--- src/rtl/npu_mmio_multiq.sv ---
// npu_mmio_multiq: AXI-Lite register block for NUM_CQ NPU command queues.
// Define NPU_MMIO_TIMESTAMP_EN to add the 64-bit TS_LO/TS_HI cycle counter.
module npu_mmio_multiq #(
  parameter int          NUM_CQ  = 4,
  parameter logic [31:0] VERSION = 32'h0001_0002,
  parameter int          ADDR_W  = 12
) (
  input  logic                 clk,
  input  logic                 rst,
  input  logic [ADDR_W-1:0]    s_axi_awaddr,
  input  logic                 s_axi_awvalid,
  output logic                 s_axi_awready,
  input  logic [31:0]          s_axi_wdata,
  input  logic [3:0]           s_axi_wstrb,
  input  logic                 s_axi_wvalid,
  output logic                 s_axi_wready,
  output logic [1:0]           s_axi_bresp,
  output logic                 s_axi_bvalid,
  input  logic                 s_axi_bready,
  input  logic [ADDR_W-1:0]    s_axi_araddr,
  input  logic                 s_axi_arvalid,
  output logic                 s_axi_arready,
  output logic [31:0]          s_axi_rdata,
  output logic [1:0]           s_axi_rresp,
  output logic                 s_axi_rvalid,
  input  logic                 s_axi_rready,
  output logic [NUM_CQ*64-1:0] cq_base,
  output logic [NUM_CQ*32-1:0] cq_size,
  output logic [NUM_CQ*32-1:0] cq_tail,
  output logic [NUM_CQ*32-1:0] cq_head,
  output logic [NUM_CQ-1:0]    cq_doorbell,
  input  logic                 head_upd_valid,
  input  logic [3:0]           head_upd_q,
  input  logic [31:0]          head_upd_val,
  input  logic                 event_valid,
  input  logic [3:0]           event_q,
  output logic                 irq
);

  localparam int QW = (NUM_CQ > 1) ? $clog2(NUM_CQ) : 1;
  localparam logic [15:0] QM = 16'((32'd1 << NUM_CQ) - 32'd1);
  localparam logic [31:0] VMASK = {QM, QM};
  localparam logic [4:0] NQ = 5'(NUM_CQ);
  localparam logic [ADDR_W-1:0] QBASE = ADDR_W'(32'h100);
  localparam logic [ADDR_W-1:0] QEND = ADDR_W'(32'h100 + NUM_CQ * 32);
  localparam logic [1:0] OKAY = 2'b00;
  localparam logic [1:0] SLVERR = 2'b10;

`ifdef NPU_MMIO_TIMESTAMP_EN
  localparam bit TS_EN = 1'b1;
`else
  localparam bit TS_EN = 1'b0;
`endif

  typedef struct packed {
    logic          err;
    logic          glob;
    logic [2:0]    off;
    logic [QW-1:0] q;
  } dec_t;

  typedef enum logic [1:0] {W_IDLE, W_HALF, W_RESP} wstate_t;

  function automatic dec_t decode(input logic [ADDR_W-1:0] a);
    dec_t d;
    logic [ADDR_W-1:0] t;
    t = a - QBASE;
    d.glob = a < QBASE;
    d.q = t[5 +: QW];
    d.off = d.glob ? a[4:2] : t[4:2];
    if (d.glob)
      d.err = (|a[7:5]) || (!TS_EN && a[4:3] == 2'b11);
    else
      d.err = (a >= QEND) || (t[4:2] > 3'd5);
    return d;
  endfunction

  function automatic logic [31:0] bmerge(
    input logic [31:0] o,
    input logic [31:0] d,
    input logic [3:0]  s
  );
    for (int i = 0; i < 4; i++)
      if (s[i]) o[8*i +: 8] = d[8*i +: 8];
    return o;
  endfunction

  logic [31:0] base_lo [NUM_CQ];
  logic [31:0] base_hi [NUM_CQ];
  logic [31:0] sz [NUM_CQ];
  logic [31:0] tl [NUM_CQ];
  logic [31:0] hd [NUM_CQ];
  logic        enable;
  logic [31:0] irq_status, irq_enable, ist_n;
  logic [NUM_CQ-1:0] nonempty;

  wstate_t wst, wst_n;
  logic              aw_have, w_have;
  logic [ADDR_W-1:0] aw_q, wa;
  logic [31:0]       wd_q, wd, tail_new, smask;
  logic [3:0]        ws_q, ws;
  logic              aw_hs, w_hs, ar_hs, commit;
  logic              tail_bad, wr_ok, srst;
  dec_t              wdec, rdec;
  logic [31:0]       rd_val, hw_set;
  logic              hu_ok, ev_ok;
  logic [QW-1:0]     hq;

  assign s_axi_awready = !rst && wst != W_RESP && !aw_have;
  assign s_axi_wready  = !rst && wst != W_RESP && !w_have;
  assign s_axi_bvalid  = wst == W_RESP;
  assign s_axi_arready = !rst && !s_axi_rvalid;

  assign aw_hs = s_axi_awvalid && s_axi_awready;
  assign w_hs  = s_axi_wvalid && s_axi_wready;
  assign ar_hs = s_axi_arvalid && s_axi_arready;
  assign commit = wst != W_RESP && (aw_have || aw_hs) && (w_have || w_hs);

  assign wa = aw_have ? aw_q : s_axi_awaddr;
  assign wd = w_have ? wd_q : s_axi_wdata;
  assign ws = w_have ? ws_q : s_axi_wstrb;
  assign smask = {{8{ws[3]}}, {8{ws[2]}}, {8{ws[1]}}, {8{ws[0]}}};
  assign wdec = decode(wa);
  assign rdec = decode(s_axi_araddr);

  assign tail_new = bmerge(tl[wdec.q], wd, ws);
  assign tail_bad = !wdec.glob && wdec.off == 3'd4 && tail_new >= sz[wdec.q];
  assign wr_ok = commit && !wdec.err && !tail_bad;
  assign srst = wr_ok && wdec.glob && wdec.off == 3'd3 && ws[0] && wd[1];

  assign hq = head_upd_q[QW-1:0];
  assign hu_ok = head_upd_valid && {1'b0, head_upd_q} < NQ;
  assign ev_ok = event_valid && {1'b0, event_q} < NQ;

  for (genvar g = 0; g < NUM_CQ; g++) begin : g_out
    assign cq_base[g*64 +: 64] = {base_hi[g], base_lo[g]};
    assign cq_size[g*32 +: 32] = sz[g];
    assign cq_tail[g*32 +: 32] = tl[g];
    assign cq_head[g*32 +: 32] = hd[g];
  end

  // Write channel state register
  always_ff @(posedge clk) begin
    if (rst) wst <= W_IDLE;
    else     wst <= wst_n;
  end

  // Write channel next state: wait for both halves, then hold the response
  always_comb begin
    wst_n = wst;
    unique case (wst)
      W_IDLE, W_HALF: begin
        if (commit)              wst_n = W_RESP;
        else if (aw_hs || w_hs)  wst_n = W_HALF;
      end
      W_RESP:  if (s_axi_bready) wst_n = W_IDLE;
      default: wst_n = W_IDLE;
    endcase
  end

  // Latch AW and W halves independently; capture the response at commit
  always_ff @(posedge clk) begin
    if (rst) begin
      aw_have <= 1'b0;
      w_have <= 1'b0;
      aw_q <= '0;
      wd_q <= '0;
      ws_q <= '0;
      s_axi_bresp <= OKAY;
    end else if (commit) begin
      aw_have <= 1'b0;
      w_have <= 1'b0;
      s_axi_bresp <= wr_ok ? OKAY : SLVERR;
    end else begin
      if (aw_hs) begin
        aw_have <= 1'b1;
        aw_q <= s_axi_awaddr;
      end
      if (w_hs) begin
        w_have <= 1'b1;
        wd_q <= s_axi_wdata;
        ws_q <= s_axi_wstrb;
      end
    end
  end

  // Per-queue non-empty flags
  always_comb begin
    nonempty = '0;
    for (int i = 0; i < NUM_CQ; i++) nonempty[i] = hd[i] != tl[i];
  end

  // IRQ status next value: soft reset or W1C first, hardware sets override
  always_comb begin
    hw_set = 32'(hu_ok && head_upd_val == tl[hq]) << head_upd_q;
    hw_set = hw_set | (32'(ev_ok) << (5'd16 + {1'b0, event_q}));
    ist_n = irq_status;
    if (srst)
      ist_n = '0;
    else if (wr_ok && wdec.glob && wdec.off == 3'd4)
      ist_n = irq_status & ~(wd & smask);
    ist_n = (ist_n | hw_set) & VMASK;
  end

  // Register file, doorbell pulses and registered irq
  always_ff @(posedge clk) begin
    if (rst) begin
      for (int i = 0; i < NUM_CQ; i++) begin
        base_lo[i] <= '0;
        base_hi[i] <= '0;
        sz[i] <= '0;
        tl[i] <= '0;
        hd[i] <= '0;
      end
      enable <= 1'b0;
      irq_status <= '0;
      irq_enable <= '0;
      cq_doorbell <= '0;
      irq <= 1'b0;
    end else begin
      cq_doorbell <= '0;
      irq_status <= ist_n;
      irq <= |(irq_status & irq_enable);
      if (wr_ok && wdec.glob) begin
        if (wdec.off == 3'd3 && ws[0]) enable <= wd[0];
        if (wdec.off == 3'd5) irq_enable <= bmerge(irq_enable, wd, ws);
      end
      if (srst)
        for (int i = 0; i < NUM_CQ; i++) begin
          tl[i] <= '0;
          hd[i] <= '0;
        end
      if (wr_ok && !wdec.glob) begin
        case (wdec.off)
          3'd0: base_lo[wdec.q] <= bmerge(base_lo[wdec.q], wd, ws);
          3'd1: base_hi[wdec.q] <= bmerge(base_hi[wdec.q], wd, ws);
          3'd2: sz[wdec.q] <= bmerge(sz[wdec.q], wd, ws);
          3'd4: tl[wdec.q] <= tail_new;
          3'd5: if (enable) cq_doorbell <= NUM_CQ'(1) << wdec.q;
          default: ;
        endcase
      end
      if (hu_ok) hd[hq] <= head_upd_val;
    end
  end

`ifdef NPU_MMIO_TIMESTAMP_EN
  logic [63:0] ts;
  logic [31:0] ts_snap;

  // Free-running counter; TS_LO read freezes the high word for TS_HI
  always_ff @(posedge clk) begin
    if (rst) begin
      ts <= '0;
      ts_snap <= '0;
    end else begin
      ts <= ts + 64'd1;
      if (ar_hs && !rdec.err && rdec.glob && rdec.off == 3'd6)
        ts_snap <= ts[63:32];
    end
  end
`endif

  // Read data mux
  always_comb begin
    rd_val = '0;
    if (!rdec.err) begin
      if (rdec.glob) begin
        case (rdec.off)
          3'd0: rd_val = VERSION;
          3'd1: rd_val = {16'h0, 8'd32, 8'(NUM_CQ)};
          3'd2: rd_val = 32'(nonempty);
          3'd3: rd_val = {31'b0, enable};
          3'd4: rd_val = irq_status;
          3'd5: rd_val = irq_enable;
`ifdef NPU_MMIO_TIMESTAMP_EN
          3'd6: rd_val = ts[31:0];
          3'd7: rd_val = ts_snap;
`endif
          default: rd_val = '0;
        endcase
      end else begin
        case (rdec.off)
          3'd0: rd_val = base_lo[rdec.q];
          3'd1: rd_val = base_hi[rdec.q];
          3'd2: rd_val = sz[rdec.q];
          3'd3: rd_val = hd[rdec.q];
          3'd4: rd_val = tl[rdec.q];
          default: rd_val = '0;
        endcase
      end
    end
  end

  // Read channel: one outstanding read, data held until rready
  always_ff @(posedge clk) begin
    if (rst) begin
      s_axi_rvalid <= 1'b0;
      s_axi_rdata <= '0;
      s_axi_rresp <= OKAY;
    end else if (ar_hs) begin
      s_axi_rvalid <= 1'b1;
      s_axi_rdata <= rd_val;
      s_axi_rresp <= rdec.err ? SLVERR : OKAY;
    end else if (s_axi_rvalid && s_axi_rready) begin
      s_axi_rvalid <= 1'b0;
    end
  end

endmodule

--- config.mk ---
export PLATFORM = sky130hd
export DESIGN_NAME = npu_mmio_multiq
export DESIGN_NICKNAME = d
export VERILOG_FILES = /design/src/rtl/npu_mmio_multiq.sv
export SDC_FILE = /design/constraint.sdc
export NUM_CORES = 2
export LEC_CHECK = 0
export BUFFER_PORTS_ARGS = -buffer_cell sky130_fd_sc_hd__buf_2
export CAP_MARGIN = 20
export CORE_AREA = 8 8 307 309
export CTS_BUF_LIST = sky130_fd_sc_hd__clkbuf_2
export CTS_CLUSTER_DIAMETER = 40
export DETAILED_ROUTE_END_ITERATION = 6
export DIE_AREA = 0 0 315 317
export PLACE_DENSITY = 0.66
export SKIP_LAST_GASP = 1
export SLEW_MARGIN = 25
export SYNTH_ARGS = -nofsm -noshare
export SYNTH_HDL_FRONTEND = slang
export SYNTH_SLANG_ARGS = --single-unit
export TNS_END_PERCENT = 20
--- constraint.sdc ---
create_clock -name clk -period 12.39 [get_ports clk]
set_input_delay 2.478 -clock clk [delete_from_list [all_inputs] [get_ports clk]]
set_output_delay 2.478 -clock clk [all_outputs]
set_load 0.005 [all_outputs]
# Yosys cells after proc, flatten, opt, wreduce, memory -nomap -nowiden
# Memories as Yosys holds them, arrays and structs flattened.
# Index checks and enable logic that the tools add are counted.
[classes] reduce_logical=68 n_lt_le_gt_ge=9 shifts=3 n_mux=117 bitwise=18 add_sub_neg=3 n_eq_ne=30
[ops] cell="two-way mux 32 bit" count=15
[ops] cell="two-way mux 8 bit" count=52
[ops] cell="one-hot mux 32 bit (6 select lines)" count=1
[ops] cell="one-hot mux 32 bit (5 select lines)" count=1
[ops] cell="OR reduction 32 bit" count=5
[ops] cell="inequality test 32 bit" count=4
[ops] cell="bitwise AND 20 bit" count=2
[ops] cell="two-way mux 20 bit" count=2
[ops] cell="bitwise OR 20 bit" count=2
[ops] cell="bitwise AND 20 x 32 -> 32 bit" count=1
[ops] cell="equality test 32 bit" count=1
[ops] cell=">= comparator 32 bit" count=1
[ops] cell="inequality test 4 bit (second input constant)" count=8
[ops] cell="two-way mux 1 bit" count=30
[ops] cell=">= comparator 12 x 9 -> 1 bit (second input constant)" count=2
[ops] cell="logical AND 1 bit" count=24
[ops] cell="less-than comparator 12 x 9 -> 1 bit (second input constant)" count=2
[ops] cell="AND reduction 2 bit" count=12
[ops] cell="inverter 20 bit" count=1
[ops] cell="left shift 1 x 4 -> 20 bit" count=1
[ops] cell="left shift 1 x 5 -> 20 bit" count=1
[ops] cell="two-way mux 2 bit" count=9
[ops] cell="subtractor 7 x 1 -> 7 bit (second input constant)" count=2
[ops] cell="equality test 3 x 2 -> 1 bit (second input constant)" count=4
[ops] cell="other kinds (26)" count=65
[word_totals] reg_bits=135 mem_count=5 elab_cells=271 out_inout_bits=686 mem_bits_rw=640 in_bits=109
[memory_table] memory="base_hi" words=4 word_bits=32 rd=5 rd_ports_with_merged_regs=0 write_ports=4 line="89" source="logic [31:0] base_hi [NUM_CQ];"
[memory_table] memory="base_lo" words=4 word_bits=32 rd=5 rd_ports_with_merged_regs=0 write_ports=4 line="88" source="logic [31:0] base_lo [NUM_CQ];"
[memory_table] memory="hd" words=4 word_bits=32 rd=5 rd_ports_with_merged_regs=0 write_ports=5 line="92" source="logic [31:0] hd [NUM_CQ];"
[memory_table] memory="sz" words=4 word_bits=32 rd=6 rd_ports_with_merged_regs=0 write_ports=4 line="90" source="logic [31:0] sz [NUM_CQ];"
[memory_table] memory="tl" words=4 word_bits=32 rd=7 rd_ports_with_merged_regs=0 write_ports=4 line="91" source="logic [31:0] tl [NUM_CQ];"

# Logic depth before layout (Yosys ltp)
[depth] ltp_word=18 ltp_mapped=16 mapped_depth_nobuf=12

# Least setup slack after synthesis
# Ideal clock, no wire load.
[synth_path] path_type="input -> register" startpoint="input s_axi_awaddr[6]" endpoint="memory tl[1][0] (enable)" required_ns=12.001 setup_slack_ns=4.923 cell_stages=15 setup_time_ns=0.389 t_arrival_ns=7.078 n_path_buf=3 path_cell_list="mux2_2 > buf_2 > buf_2 > mux4_2 > a21oi_1 > inv_1 > ha_1 > a21o_1 > a221o_1 > a21oi_1 > nor2_1 > a2111oi_1 > nand4_2 > buf_2 > nand2_1"
[synth_lines] item="start, declared" line="10" source="input logic [ADDR_W-1:0] s_axi_awaddr,"
[synth_lines] item="end, declared" line="91"

==> flow_summary.ini <==
[placed_design]
place_congestion = 1.01
port_buffers = 788
dpl.hpwl_mm = 134

[synth]
synth-seq-cells = 771
ys_types = 72
yosys_warnings = 0
ys_seq_area_share_pct = 55.6
synth_top_area_share_pct = 48.9
synth_edf_count = 640
synthCells = 3031
yosys-top-cells-area = edfxtp_1, mux4_2, dfxtp_1, nor2_1, and2_1
synthFlopType = edfxtp_1
ys_async_sr_fraction_pct = 0
netlist_area_um2 = 39300
syn_avg_cell_area_um2 = 13.0
netlist.top_cell.by_area = edfxtp_1

[worst_setup_path]
required_ns = 13.43
critPathCaptureType = flop
worstPathMaxFanout = 36
max_stage_delay_ns = 0.81
slowest_stage = nand2_2
crit_chain = buf_2, mux2_4, buf_4, mux4_2, a21oi_1, inv_1, ha_1, and2_1, a221o_1, a21oi_1, nor2_1, a2111oi_4, nand4_2, buf_4, nand2_2
r2r_end = tl[2][11]$_SDFFCE_PN0P_
critPathKind = in2reg
timing.rr.start = aw_have$_SDFFE_PP0P_
r2r_slack_ns = 5.22
startpoint_type = primary input
r2r_cells = 14
cp.arrival_ns = 8.24

[route]
vias = 32000
finalWirelength_mm = 177
viasPerCell = 6.08
drtIter0Drc = 4266
antenna_left = 0
wire_per_inst_um = 33.6
drc = 0
drtPass1Iterations = 7

[hold_path]
hp-class = reg2reg
min_from = wd_q[28]$_SDFFE_PP0P_
hold_path_depth = 2
min_to = wd_q[28]$_SDFFE_PP0P_

[power]
total_power_mw = 5.72
p_leak_nw = 18.6
p_per_area_nw_per_um2 = 123
irDropWorstVdd_uv = 74.4

[cts]
clk_pin_slew_ns = 0.09
cts_root_buffer = clkbuf_2
post_cts_resized = 0
postCtsSetupBuffers = 0
clkSinkCount = 771
cts_tree = built
htreeDepth = 4
holdBufCountCts = 0
clk_latency_ns = 1.52
numCtsBuffers = 201
clockBufferDepth = 3

[floorplanning]
die_y_um = 317
die_w_um = 315
ios = 795
core_um2 = 89300
start_util_pct = 44.0
dieArea_um2 = 99900
rows = 110

[sta]
hold_viol = 0
rsz0062_at_grt = false
max_freq_mhz = 139
worst_slew_pin_slew_ns = 1.07
finalCriticalPeriod_ns = 7.20
skew_ns = 0.113
setup_violations = 0
slew_violations = 0
tns_ns = 0
finalCritPeriodShare_pct = 58.1
slew_headroom_pct = 28.1

[outcome]
status = complete, no violations

[cells_and_area]
layout_commonest_cell = buf_2
area.sequential_um2 = 21800
finalNetCount = 4053
multi_input_area_um2 = 16400
area_delta_synth_final_pct = 18.5
fillers = 8021
drive_above_1_share_pct = 40.0
final_cell_mix = buf_2, edfxtp_1, nor2_1

[global_routing]
gr-total-overflow = 0
grt_pass1_vias = 31200
track_usage_pct = 34.2
grt_pass1_wl_mm = 240
antenna_found_initial = 17
grt_max_degree = 67

[run]
cap_violations = 0
-- flip-flops by register name, summed over array words and instances, names as in the netlist --
name          cells
hd              128
irq               1
tl              128
s_axi_rdata      32
aw_have           1
aw_q             10
sz              128
wst               2
base_hi         128
base_lo         128
s_axi_rvalid      1
cq_doorbell       4
s_axi_rresp       1
ws_q              4
wd_q             32
w_have            1
enable            1
s_axi_bresp       1
irq_status        8
irq_enable       32
-- worst max path at each step --
stage	from	end	slack [ns]
after floorplan	s_axi_awaddr[6]	tl[1][0]$_SDFFCE_PN0P_	4.92
after global placement	s_axi_awaddr[6]	tl[3][29]$_SDFFCE_PN0P_	3.46
after detailed placement	s_axi_awaddr[6]	tl[2][28]$_SDFFCE_PN0P_	3.42
after CTS	aw_have$_SDFFE_PP0P_	tl[2][11]$_SDFFCE_PN0P_	4.84
after global routing	aw_have$_SDFFE_PP0P_	tl[2][25]$_SDFFCE_PN0P_	4.75
final	s_axi_awaddr[6]	tl[2][11]$_SDFFCE_PN0P_	5.19
-- metrics by stage --
step	worst slack (ns)	utilization [%]	instances	area, um2	hold slack, ns
after floorplan	4.92	-	3032	39300	0.436
after global placement	3.46	49.9	4884	44600	0.439
after detailed placement	3.42	50.0	4884	44600	0.448
after CTS	4.84	52.0	5245	46400	0.462
after global routing	4.75	52.1	5255	46500	0.478
final	5.19	52.1	5260	46500	0.461
-- cell usage after synthesis (all sizes together) (37+ instances only) --
master,instances
nand2b,37
xnor2,87
dfxtp,131
xor2,64
edfxtp,640
mux2i,82
a22oi,52
a21oi,104
buf,74
nand2,143
inv,70
nor2,624
and2,133
mux4,270
o21ai,40
clkbuf,126
a211oi,41
-- power breakdown --
group          switching (mW)  internal, mW
Sequential              0.110          2.89
Clock                    1.13         0.679
Combinational           0.572         0.335
-- worst max-delay path: cells and delay by family --
family,cells,cell delay (ns)
adders and majority gates,1,0.33
buffers and inverters,4,1.30
AOI/OAI and AO/OA,4,1.55
and+or+nand+nor,4,1.25
muxes,2,1.25
-- final cells by class --
type                       instances  share of cell area (%)
clock buffer                     300                    3.23
sequential                       771                    47.0
tap                             1176                    3.16
multi-input combinational       1990                    35.3
antenna                           14                  0.0753
inverter                          71                   0.573
clock inverter                    61                   0.664
timing repair buffer             877                    10.0
-- routing by layer --
metal / track usage (%) / part of all wire (%) / vias to the layer above / routed length (um)
li1: - / - / 13200 / -
met1: 40.1 / 34 / 16000 / 59600
met2: 56.2 / 49 / 2319 / 86000
met3: 10.2 / 12 / 429 / 20400
met4: 19.2 / 6.2 / 2 / 10900
met5: 0 / 0.0073 / - / 13
-- kinds of logic after synthesis --
family | count (synthesis) | share of synthesized area, %
muxes | 359 | 17.8
and+or+nand+nor | 1079 | 13.0
adders and majority gates | 32 | 1.02
other | 1 | 0.00955
AOI/OAI and AO/OA | 367 | 6.18
buffers and inverters | 271 | 2.97
xor gates and xnor gates | 151 | 3.37
DFF | 771 | 55.6
(Power assumes the default switching activity.)
